### src/rtl/panxi_if_fetch.sv
// Instruction-fetch stage: issues in-order ibus reads for the current PC, tracks
// outstanding requests and buffers returned instructions for decode under valid/ready.
module panxi_if_fetch #(
  parameter int unsigned                PANXI_DW   = 32,
  parameter int unsigned                DEPTH      = 2,
  parameter logic [PANXI_DW-1:0]        NOP_INST   = 32'h00000013,
  parameter int unsigned                HOLD_WIDTH = 3,
  parameter logic [HOLD_WIDTH-1:0]      HOLD_NONE  = '0
) (
  input  logic                  clk,
  input  logic                  rst_n,
  input  logic [PANXI_DW-1:0]   pc_xi,
  input  logic                  jmp_en_xi,
  input  logic [HOLD_WIDTH-1:0] hold_flag_xi,
  output logic                  ibus_req_xo,
  output logic [PANXI_DW-1:0]   ibus_addr_xo,
  input  logic                  ibus_gnt_xi,
  input  logic                  ibus_rvalid_xi,
  input  logic [PANXI_DW-1:0]   ibus_rdata_xi,
  output logic                  inst_valid_xo,
  output logic [PANXI_DW-1:0]   inst_xo,
  output logic [PANXI_DW-1:0]   inst_addr_xo,
  input  logic                  id_ready_xi,
  output logic                  fetch_stall_xo,
  output logic                  err_xo
);

  localparam int unsigned PW = $clog2(DEPTH);
  localparam int unsigned CW = PW + 1;
  localparam logic [CW:0] DEPTH_C = (CW+1)'(DEPTH);

  typedef logic [PW-1:0] ptr_t;
  typedef logic [CW-1:0] cnt_t;

  logic [PANXI_DW-1:0] addr_q   [DEPTH];
  logic [PANXI_DW-1:0] buf_inst [DEPTH];
  logic [PANXI_DW-1:0] buf_addr [DEPTH];

  ptr_t a_wr, a_rd, b_wr, b_rd;
  cnt_t outstanding, buffered, discard;
  logic err_q;

  logic hold_none, credit, grant, resp, spurious, drop, push, pop;
  cnt_t out_after_resp;

  assign ibus_addr_xo  = pc_xi;
  assign inst_valid_xo = (buffered != '0);
  assign inst_xo       = inst_valid_xo ? buf_inst[b_rd] : NOP_INST;
  assign inst_addr_xo  = inst_valid_xo ? buf_addr[b_rd] : '0;
  assign err_xo        = err_q;

  always_comb begin
    hold_none      = (hold_flag_xi == HOLD_NONE);
    credit         = (({1'b0, outstanding} + {1'b0, buffered}) < DEPTH_C);
    // rst_n gating keeps the request and stall low while reset is held
    ibus_req_xo    = rst_n & credit & ~jmp_en_xi & hold_none;
    grant          = ibus_req_xo & ibus_gnt_xi;
    fetch_stall_xo = rst_n & ~jmp_en_xi & hold_none & ~grant;
    resp           = ibus_rvalid_xi & (outstanding != '0);
    spurious       = ibus_rvalid_xi & (outstanding == '0);
    drop           = resp & (discard != '0);
    push           = resp & (discard == '0) & ~jmp_en_xi;
    pop            = inst_valid_xo & id_ready_xi & ~jmp_en_xi;
    out_after_resp = outstanding - cnt_t'(resp);
  end

  always_ff @(posedge clk or negedge rst_n) begin
    if (!rst_n) begin
      a_wr        <= '0;
      a_rd        <= '0;
      b_wr        <= '0;
      b_rd        <= '0;
      outstanding <= '0;
      buffered    <= '0;
      discard     <= '0;
      err_q       <= 1'b0;
    end else begin
      if (grant) a_wr <= a_wr + ptr_t'(1);
      if (resp)  a_rd <= a_rd + ptr_t'(1);
      outstanding <= out_after_resp + cnt_t'(grant);
      // A flush empties the buffer and marks every still-pending response stale
      if (jmp_en_xi) begin
        b_wr     <= '0;
        b_rd     <= '0;
        buffered <= '0;
        discard  <= out_after_resp;
      end else begin
        if (push) b_wr <= b_wr + ptr_t'(1);
        if (pop)  b_rd <= b_rd + ptr_t'(1);
        buffered <= buffered + cnt_t'(push) - cnt_t'(pop);
        if (drop) discard <= discard - cnt_t'(1);
      end
      if (spurious) err_q <= 1'b1;
    end
  end

  always_ff @(posedge clk) begin
    if (grant) addr_q[a_wr] <= pc_xi;
    if (push) begin
      buf_inst[b_wr] <= ibus_rdata_xi;
      buf_addr[b_wr] <= addr_q[a_rd];
    end
  end

endmodule

### config.mk
export PLATFORM = sky130hd
export DESIGN_NAME = panxi_if_fetch
export DESIGN_NICKNAME = d
export VERILOG_FILES = /design/src/rtl/panxi_if_fetch.sv
export SDC_FILE = /design/constraint.sdc
export NUM_CORES = 1
export LEC_CHECK = 0
export ABC_AREA = 1
export CORE_ASPECT_RATIO = 1.5
export CORE_MARGIN = 3
export CORE_UTILIZATION = 52
export CTS_BUF_LIST = sky130_fd_sc_hd__clkbuf_4
export DETAILED_ROUTE_END_ITERATION = 16
export GPL_TIMING_DRIVEN = 0
export HOLD_SLACK_MARGIN = 0.05
export PLACE_DENSITY = 0.87
export SYNTH_ARGS = -nofsm -noshare
export SYNTH_HDL_FRONTEND = slang
export SYNTH_SLANG_ARGS = --single-unit
### constraint.sdc
create_clock -name clk -period 6.3 [get_ports clk]
set_input_delay 1.575 -clock clk [delete_from_list [all_inputs] [get_ports clk]]
set_output_delay 1.575 -clock clk [all_outputs]
set_load 0.02 [all_outputs]
Yosys cells after proc, flatten, opt, wreduce, memory -nomap -nowiden
Memory sizes are Yosys's and may differ from the RTL's.
Cells that the tools add are included.
- bits in registers: 11
- bits in writable memories: 192
- bits of input ports: 73
- logic and storage cells: 60
- memories: 3
- memory list (memory ; words ; bits a word ; rd ports ; clocked after memory_dff ; write ports ; RTL line ; source):
    addr_q ; 2 ; 32 ; 1 ; 0 ; 1 ; 35 ; logic [PANXI_DW-1:0] addr_q [DEPTH];
    buf_addr ; 2 ; 32 ; 1 ; 0 ; 1 ; 37 ; logic [PANXI_DW-1:0] buf_addr [DEPTH];
    buf_inst ; 2 ; 32 ; 1 ; 0 ; 1 ; 36 ; logic [PANXI_DW-1:0] buf_inst [DEPTH];
- add/sub/neg operators: 10
- $lt $le $gt $ge: 1
- mux-type cells: 13
- bitwise operators: 16
- reductions and logical operators: 9
- operators with widths (operator ; number):
    $mux W32 ; 2
    $and A1 B1 Y1 ; 14
    $reduce_bool A2 Y1 ; 6
    $mux W1 ; 8
    $mux W2 ; 3
    $add A1 B1 Y1 const B ; 4
    $add A2 B1 Y2 ; 2
    $logic_not A2 Y1 ; 2
    $sub A2 B1 Y2 ; 2
    $add A2 B2 Y3 ; 1
    $logic_not A3 Y1 ; 1
    $lt A3 B2 Y1 const B ; 1
    $not A1 Y1 ; 2
    $sub A2 B1 Y2 const B ; 1

Depth between registers and ports, before layout
Gate-level depths: netlist of the first run.
- depth after elaboration: 8
- gate-level depth with buffers: 10

Worst setup path after synthesis of the first run
No wires, ideal clock.
- path kind: input to register
- from: input jmp_en_xi
- to: memory buf_addr[1][0] (enable)
- setup time: 565 ps
- arrival time: 6084 ps
- data required time: 5735 ps
- setup slack: -349 ps
- stages on the path: 3
- cells stage by stage: inv_4 -> nand2_1 -> nor3_1
- word-level cells in the longest chain between the ends: 4
- ends and longest elaborated chain (item ; RTL line ; source):
    start: declaration ; 13 ; input logic jmp_en_xi,
    $not A1 Y1 ; 62 ; push = resp & (discard == '0) & ~jmp_en_xi;
    $and A1 B1 Y1 ; 62 ;
    $mux W1 ; 99 ; if (push) begin
    $mux W1 (implied by the code) ; 101 ; buf_addr[b_wr] <= addr_q[a_rd];
    end: declaration ; 37 ;
No other way between the ends.

Worst setup path in the final report of the first run
- from: input rst_n
- to: output ibus_req_xo
- word-level cells in the longest chain between the ends: 3
- ends and longest elaborated chain (item ; RTL line ; source):
    start: declaration ; 11 ; input logic rst_n,
    $and A1 B1 Y1 (3 in a row) ; 56 ; ibus_req_xo = rst_n & credit & ~jmp_en_xi & hold_none;
    end: declaration ; 15 ; output logic ibus_req_xo,
No other way between the ends.

==> run summary, run 1 <==
The flow ran to the end, and the final reports show no timing, DRC or antenna violations. TritonCTS built the clock tree. The clock network latency to the later pin of the worst-skew pair came out at 0.61 ns. Once placement finished, the instance area stood at 10100 um2. The largest net degree at the start of global routing is 33.

The sum of overflow across all layers after global routing came out at 0. The fraction of power consumed by combinational cells was 0.291. The critical path goes through clkdlybuf4s50_1 -> nand2_1 -> nor2_1 -> inv_1 -> nor3_1 -> clkdlybuf4s50_1. The final standard cell count with taps included and fillers excluded is 1084. The area growth from synthesis to layout was 33.6%. In this run the remaining antenna-violating nets after routing total 0. The vertical die dimension was 158 um.

The power density normalized to cell area is 350 nW/um2. The tools report the worst slack after detailed placement as 1.12 ns. The floorplan core area is 14800 um2. Maximum clock frequency: 0.195 GHz.

The peak fanout along the critical path was 13; the routability congestion estimate from global placement was 0.795. The tools report the number of antenna violations at the first check in global routing as 1. Setup repair after global routing left no endpoint under its margin. Kind of critical path: input pin to primary output. Most instantiated flip-flop cell in the synthesis netlist: sky130_fd_sc_hd__edfxtp_1. The run gives 1001 as the number of placed cells counting well taps. Yosys attributes the largest share of cell area to sky130_fd_sc_hd__edfxtp_1 (72%), sky130_fd_sc_hd__nand2_1 (11%), sky130_fd_sc_hd__a21oi_1 (3.9%). The net switching fraction of the power is 0.316. In this run the static leakage power is 4.06 nW. The max-slew violation total from the final report is 0, and the period utilization is 0.815. The tools report the final design utilization as 0.723. The slowest stage of the critical path belongs to the cell sky130_fd_sc_hd__clkdlybuf4s50_1.

The x dimension of the die works out to 107 um. STA classifies the critical path startpoint as an input pin. Once detailed placement completed, the half-perimeter wirelength came to 12500 um. The run gives 0 as the count of endpoints failing setup in the final report. Counting distinct cell types in the post-synthesis netlist gives 27. The aggregate routed wire length came out at 17700 um. Gates resized during post-CTS repair numbered 0.

Setup total negative slack on the finished layout was measured at 0 ns. CTS placed an instance of sky130_fd_sc_hd__clkbuf_4 at the clock tree root. After filler insertion, the fill cell instance count of the layout stands at 998.

The clock tree synthesis step divided the H-tree into 2 levels. The tools report the initial core utilization as 0.541. Post-CTS timing repair inserted 0 buffers for setup. The area share of the largest cell type after synthesis is 0.720, and the data arrival time of the critical path is 3.56 ns.

The post-synthesis area per instance was 12.7 um2; the quantity of hold-fixing buffers added after cts was 0. The overall global routing resource usage is 0.209. The number of global-route vias before repair is 5699, and the final routed wire length divided by cell count is 16.3 um. The part of the total power dissipated in sequential elements was 0.446; the transition time at the pin with the least slew margin was 1.04 ns. The switching power total is 1.18 mW, and the via-per-instance ratio is 4.98. The pre-antenna-repair detailed-routing pass consisted of 5 iterations. Number of port buffers: 172. The proportion of register bits with asynchronous set or reset after synthesis is 0.0542. The cell type with the largest total area after synthesis is sky130_fd_sc_hd__edfxtp_1. The synthesized design contains 192 enable-type register cells. Synthesis handed over a netlist of 628 instances. The tools report the post-synthesis net count as 706. For the wire length of the first global-routing pass, the log shows 27300 um. The power share of the clock group came out at 0.263. Across the routed clock network, the largest skew measured is 0.0219 ns. Counting along the longest clock path gives a buffer depth of 3.

The synthesized flop and latch total was 203; the data required time at the worst endpoint was 4.72 ns. Clock tree synthesis inserted a total of 46 buffers. The detailed router finished its first iteration with 281 violations. The tools report the die outline area as 16900 um2.

STA classifies the critical path endpoint as a primary output. The tool flagged a number of max-cap violations equal to 0. The logs give 54 for the number of standard-cell rows in the floorplan and 0.000196 V for the worst IR drop on VDD. Across all layers, the routed design uses 5393 vias. The ratio of cells with drive above 1 in the final layout works out to 0.168. The final layout contains 931 nets. The largest single stage delay on the critical path is 0.87 ns.

After synthesis, the most frequently instantiated cells are sky130_fd_sc_hd__nand2_1 (243), sky130_fd_sc_hd__edfxtp_1 (192), sky130_fd_sc_hd__a21oi_1 (62), sky130_fd_sc_hd__buf_4 (38), sky130_fd_sc_hd__buf_2 (18). The I/O pin count is 173, and the number of remaining DRC errors is 0. The worst path meets setup with 1.16 ns of slack. Counting stages on the worst path, the most repeated cell is sky130_fd_sc_hd__clkdlybuf4s50_1. The clock period could shrink to 5.14 ns. The synthesized netlist occupies a cell area of 8010 um2. Yosys printed 0 warnings.

The run gives 0.304 as the worst relative slew slack. By instance count, the leading cell after synthesis is sky130_fd_sc_hd__nand2_1. For this design, the sink count on the clock tree is 203. Summing all non-filler instances in the final layout gives an area of 10700 um2. The proportion of synthesized chip area in sequential cells came out at 0.755. For the final hold violation count, the log shows 0. After clock tree synthesis, the clock-pin slew on the worst setup and hold paths is 0.07 ns.

The worst hold-check path type is register to register. The internal power of the cells totals 2.56 mW.
-- sequential cells by signal, indices dropped and copies added (netlist names) --
register,count
b_wr,1
a_wr,1
buf_inst,64
addr_q,64
outstanding,2
b_rd,1
buf_addr,64
discard,2
err_xo,1
a_rd,1
buffered,2
-- kinds of logic after synthesis --
kind of cell             count (synthesis)  synth area share
AO/OA/AOI/OAI                           69            0.0441
buffers and inverters                   77            0.0570
XOR/XNOR                                 4           0.00438
adder cells (fa/ha/maj)                  5           0.00875
flip-flops                             203             0.755
AND/OR/NAND/NOR                        270             0.131
-- per-layer routing --
metal  vias up  track usage  part of all wire
li1       2613            -                 -
met1      2538        0.214              0.35
met3        47       0.0432             0.055
met2       195        0.393              0.56
met5         -            0                 0
met4         0        0.110             0.036
-- power by group through the flow --
stage	clock [mW]	combinational, mW	sequential (mW)
after floorplan	0	0.620	1.69
after global placement	0	1.04	1.70
after detailed placement	0	1.10	1.69
after CTS	1.01	1.10	1.67
after global routing	1.07	1.19	1.68
final	0.984	1.09	1.67
-- path summary, 6_finish.rpt --
| check | cells after the start | slack [ns] | end | startpoint |
|---|---|---|---|---|
| worst min register to register | 1 | 0.48 | err_xo | err_xo |
| min in group asynchronous | 1 | 1.36 | err_xo | rst_n |
| worst min-delay path | 1 | 0.48 | err_xo | err_xo |
| max in group asynchronous | 1 | 4.52 | outstanding[0] | rst_n |
| worst max-delay path | 6 | 1.16 | ibus_req_xo | rst_n |
| worst max register to register | 6 | 3.60 | addr_q[1][3] | buffered[0] |
-- stage by stage --
| step | power, mW | hold WS (ns) |
|---|---|---|
| floorplan | 2.31 | 0.460 |
| global placement | 2.74 | 0.441 |
| detailed placement | 2.79 | 0.446 |
| CTS | 3.78 | 0.474 |
| global route | 3.94 | 0.489 |
| finish | 3.74 | 0.480 |
-- cells in the final DEF (no fill, tap or decap), types with 2 or more instances in the layout --
cell type and instances:
sky130_fd_sc_hd__a21oi_1 62, sky130_fd_sc_hd__buf_16 2, sky130_fd_sc_hd__buf_2 18, sky130_fd_sc_hd__buf_4 38, sky130_fd_sc_hd__buf_8 2, sky130_fd_sc_hd__clkbuf_1 3
sky130_fd_sc_hd__clkbuf_4 71, sky130_fd_sc_hd__clkdlybuf4s50_1 172, sky130_fd_sc_hd__clkinv_1 8, sky130_fd_sc_hd__clkinv_2 2, sky130_fd_sc_hd__dfrtp_1 11, sky130_fd_sc_hd__edfxtp_1 192
sky130_fd_sc_hd__ha_1 4, sky130_fd_sc_hd__inv_1 13, sky130_fd_sc_hd__inv_2 4, sky130_fd_sc_hd__nand2_1 243, sky130_fd_sc_hd__nand3_1 6, sky130_fd_sc_hd__nor2_1 11
sky130_fd_sc_hd__nor2_4 5, sky130_fd_sc_hd__o21ai_1 3, sky130_fd_sc_hd__xnor2_1 2, sky130_fd_sc_hd__xor2_1 2
-- worst max-delay path: cells and delay by family --
family,cells,cell delay [ns]
buffers and inverters,3,1.58
and+or+nand+nor,3,0.41
-- layout make-up --
class	instances	area, um2	area share
Inverter	18	70.1	0.00655
Tap cell	196	245	0.0229
Clock inverter	11	47.5	0.00445
Timing Repair Buffer	177	1830	0.171
Buffer	59	387	0.0362
Clock buffer	71	533	0.0498
Sequential cell	203	6040	0.565
Antenna cell	1	2.50	0.000234
Multi-Input combinational cell	348	1540	0.144
Note: power is estimated with default switching activity, not from simulation.
==> run 2: changes to the inputs <==
==> constraint.sdc (replaced) <==
create_clock -name clk -period 5.4 [get_ports clk]
set_input_delay 1.35 -clock clk [delete_from_list [all_inputs] [get_ports clk]]
set_output_delay 1.35 -clock clk [all_outputs]
set_load 0.02 [all_outputs]
==> results of run 2 <==
Same layout as run 1 (identical final DEF). Status: complete, no violations.
Among the figures that moved: setup slack after placement 1.12 ns -> 0.675 ns; setup slack after layout 1.16 ns -> 0.715 ns; register-to-register setup slack 3.60 ns -> 2.70 ns; total power 3.74 mW -> 4.36 mW; worst IR drop on VDD 0.000196 V -> 0.000229 V
==> run 3: changes to the inputs <==
--- a/config.mk
+++ b/config.mk
@@ -6,14 +6,17 @@
 export NUM_CORES = 1
 export LEC_CHECK = 0
 export ABC_AREA = 1
+export CELL_PAD_IN_SITES_DETAIL_PLACEMENT = 0
+export CELL_PAD_IN_SITES_GLOBAL_PLACEMENT = 1
 export CORE_ASPECT_RATIO = 1.5
 export CORE_MARGIN = 3
-export CORE_UTILIZATION = 52
+export CORE_UTILIZATION = 42
 export CTS_BUF_LIST = sky130_fd_sc_hd__clkbuf_4
 export DETAILED_ROUTE_END_ITERATION = 16
 export GPL_TIMING_DRIVEN = 0
 export HOLD_SLACK_MARGIN = 0.05
 export PLACE_DENSITY = 0.87
+export REMOVE_ABC_BUFFERS = 1
 export SYNTH_ARGS = -nofsm -noshare
 export SYNTH_HDL_FRONTEND = slang
 export SYNTH_SLANG_ARGS = --single-unit
==> run 3 against run 2 <==
  * Sequential share of layout area increased by 1.5 points
  * Sequential power increased by 3%
  * Non-clock buffer count decreased by 52
  * Hold slack got worse by 0.015 ns
  * Clock skew increased by 0.020 ns
  * Worst setup slack improved by 0.015 ns
  * Clock power decreased by 6%
  * Critical path type unchanged
==> run summary, run 3 (synthesis gave the netlist of run 1 again) <==
Commonest cells after routing, fill and taps aside: sky130_fd_sc_hd__nand2_1 (243), sky130_fd_sc_hd__edfxtp_1 (192), sky130_fd_sc_hd__clkdlybuf4s50_1 (172) (unchanged). Most frequent standard cell in the layout excluding fill and tap cells: sky130_fd_sc_hd__nand2_1 (unchanged). Number of antenna violations at the first check in global routing: 1 (unchanged). The aggregate routed wire length came out at 16100 um (was 17700 um). For the overall global routing resource usage, the log shows 0.156 (was 0.209). For the leakage power of the design, the log shows 3.82 nW (was 4.06 nW). The tools report the count of endpoints failing setup in the final report as 0 (unchanged). The power density normalized to cell area came out at 407 nW/um2 (was 408 nW/um2).

The run gives 3.32 ns (was 3.34 ns) as the data arrival time of the critical path. The number of buffers on the longest clock path was 3 (unchanged). For the final hold violation count, the log shows 0 (unchanged). The data required time at the worst endpoint is 4.05 ns (about the same), and the floorplan core area is 18600 um2 (was 14800 um2). The total clock buffers created by CTS was 46 (unchanged). The via-per-instance ratio is 4.60 (was 4.98), and the met3 wirelength from detailed routing is 757 um (was 972 um). For the worst slack after detailed placement, the log shows 0.664 ns (was 0.675 ns). The clock transition at the registers of the reported paths came out at 0.06 ns (was 0.07 ns).

Largest net degree at the start of global routing: 47 (was 33). The number of cells on the worst reg-to-reg path was 3 (was 6). The clock network latency to the later pin of the worst-skew pair was 0.60 ns (was 0.61 ns); the routed metal-1 wirelength was 5730 um (was 6170 um). Worst hold-check path type: register to register (unchanged). Largest regs: addr_q (64), buf_addr (64), buf_inst (64) (unchanged). The routability congestion estimate from global placement is 0.717 (was 0.795). The final-layout fill cell count is 1595 (was 998). The number of standard-cell rows in the floorplan was 61 (was 54). The tools report the I/O pin count as 173 (unchanged). The worst IR drop on VDD is 0.000257 V (was 0.000229 V), and the peak fanout along the critical path is 13 (unchanged).

Number of global-route vias before repair: 5296 (was 5699). The maximum clock frequency was 0.214 GHz (was 0.213 GHz). The element type at the critical path start was an input pin (unchanged).

The die outline area came out at 20800 um2 (was 16900 um2). The x dimension of the die is 119 um (was 107 um), and the number of port buffers is 172 (unchanged). The final routed wire length divided by cell count is 14.8 um (was 16.3 um). The wire length on met2 is 9220 um (was 9880 um), and the reg-to-reg setup timing slack is 2.40 ns (was 2.70 ns). The ratio of cells with drive above 1 in the final layout was 0.113 (was 0.168); the number of placed cells counting well taps was 1005 (was 1001).

The transition time at the pin with the least slew margin works out to 1.14 ns (was 1.04 ns). The flow ran to the end, and the final reports show no timing, DRC or antenna violations. The critical register-to-register path startpoint is a_rd (was buffered[0]). The clock root buffer was sky130_fd_sc_hd__clkbuf_4 (unchanged).

Element type at the critical path end: a primary output (unchanged). Setup repair after global routing left no endpoint under its margin. The reg-to-reg critical path endpoint is buf_addr[1][5] (was addr_q[1][3]). The count of buffers added by post-CTS timing repair for setup was 0 (unchanged); the count of cells resized by post-cts repair was 0 (unchanged).

The tools report the launching instance or port of the critical path as rst_n (unchanged). The final critical path time including I/O delays and setup was 4.67 ns (was 4.69 ns). The max-cap check violation count was 0 (unchanged). The quantity of hold-fixing buffers added after cts is 0 (unchanged).

The logs give 0 (unchanged) for the number of remaining DRC errors and 879 (was 931) for the number of nets in the layout. The worst-case setup margin in the final layout is 0.730 ns (was 0.715 ns), and the maximum clock skew at final layout is 0.0415 ns (was 0.0219 ns). The total power after layout is 4.24 mW (was 4.36 mW), and the initial core utilization is 0.430 (was 0.541).

The clock sink total was 203 (unchanged). The number of vias in the routed layout is 4974 (was 5393), and the vertical die dimension is 175 um (was 158 um). The sum of overflow across all layers after global routing came out at 0 (unchanged). The half-perimeter wire length of the detailed placement result was 10800 um (was 12500 um); the number of antenna-violating nets in the routed design was 0 (unchanged). The max-slew violation total from the final report is 0 (unchanged). The logs give 4 (was 5) for the length of the first detailed-routing pass in iterations and 0.237 (was 0.304) for the worst relative slew slack. The period utilization is 0.865 (was 0.868), and the wire length of the first global-routing pass is 26200 um (was 27300 um). The DRC marker count from the first detailed-route iteration is 190 (was 281).

The tools report the capturing instance or port of the critical path as ibus_req_xo (unchanged). The area growth from synthesis to layout was 30.1% (was 33.6%). Top metal layer carrying routed signals: met4 (unchanged). The kind of critical path is input pin to primary output (unchanged). The run gives 2 (unchanged) as the total number of H-tree levels.

TritonCTS built the clock tree. The final standard cell count with taps included and fillers excluded came out at 1082 (was 1084).
[run 3: critical path, stage by stage]
cell and delay [ns]:
sky130_fd_sc_hd__clkdlybuf4s50_1 0.85, sky130_fd_sc_hd__nand2_1 0.11, sky130_fd_sc_hd__nor2_1 0.15, sky130_fd_sc_hd__inv_1 0.07, sky130_fd_sc_hd__nor3_1 0.15, sky130_fd_sc_hd__clkdlybuf4s50_1 0.64
[run 3: metrics by stage]
stage | cell area (um2) | setup TNS (ns) | hold WS, ns | utilization
floorplan | 7620 | -65.56 | 0.460 | -
detailed placement | 9880 | 0 | 0.454 | 0.531
CTS | 10400 | 0 | 0.469 | 0.559
finish | 10400 | 0 | 0.465 | 0.559
global route | 10400 | 0 | 0.490 | 0.559
global placement | 9660 | -444.99 | 0.438 | 0.518
[run 3: routing by layer]
layer / GRT usage / up-vias
li1: - / 2482
met3: 0.0334 / 25
met1: 0.155 / 2339
met5: 0 / -
met2: 0.307 / 128
met4: 0.0619 / 0
[run 3: report_power, final]
| group | switching (mW) | leakage [nW] | internal, mW |
|---|---|---|---|
| Clock | 0.539 | 0.320 | 0.538 |
| Combinational | 0.696 | 1.63 | 0.476 |
| Sequential | 0.0945 | 1.87 | 1.90 |
| Total | 1.33 | 3.82 | 2.91 |
[run 3: worst min path at each step]
stage                start      to  slack, ns  depth (start not counted)
floorplan             b_wr    b_wr       0.46                          1
global placement    err_xo  err_xo       0.44                          1
detailed placement  err_xo  err_xo       0.45                          1
CTS                 err_xo  err_xo       0.47                          1
global route        err_xo  err_xo       0.49                          1
finish              err_xo  err_xo       0.46                          1
[run 3: layout make-up]
type / count / area (um2) / share of cell area
repair buffers: 184 / 1920 / 0.184
well taps: 252 / 315 / 0.0303
diodes: 1 / 2.50 / 0.000240
clock buffers: 63 / 473 / 0.0454
inverters: 18 / 70.1 / 0.00673
clock inverters: 13 / 52.6 / 0.00505
multi-input cells: 348 / 1540 / 0.147
flip-flops and latches: 203 / 6040 / 0.580
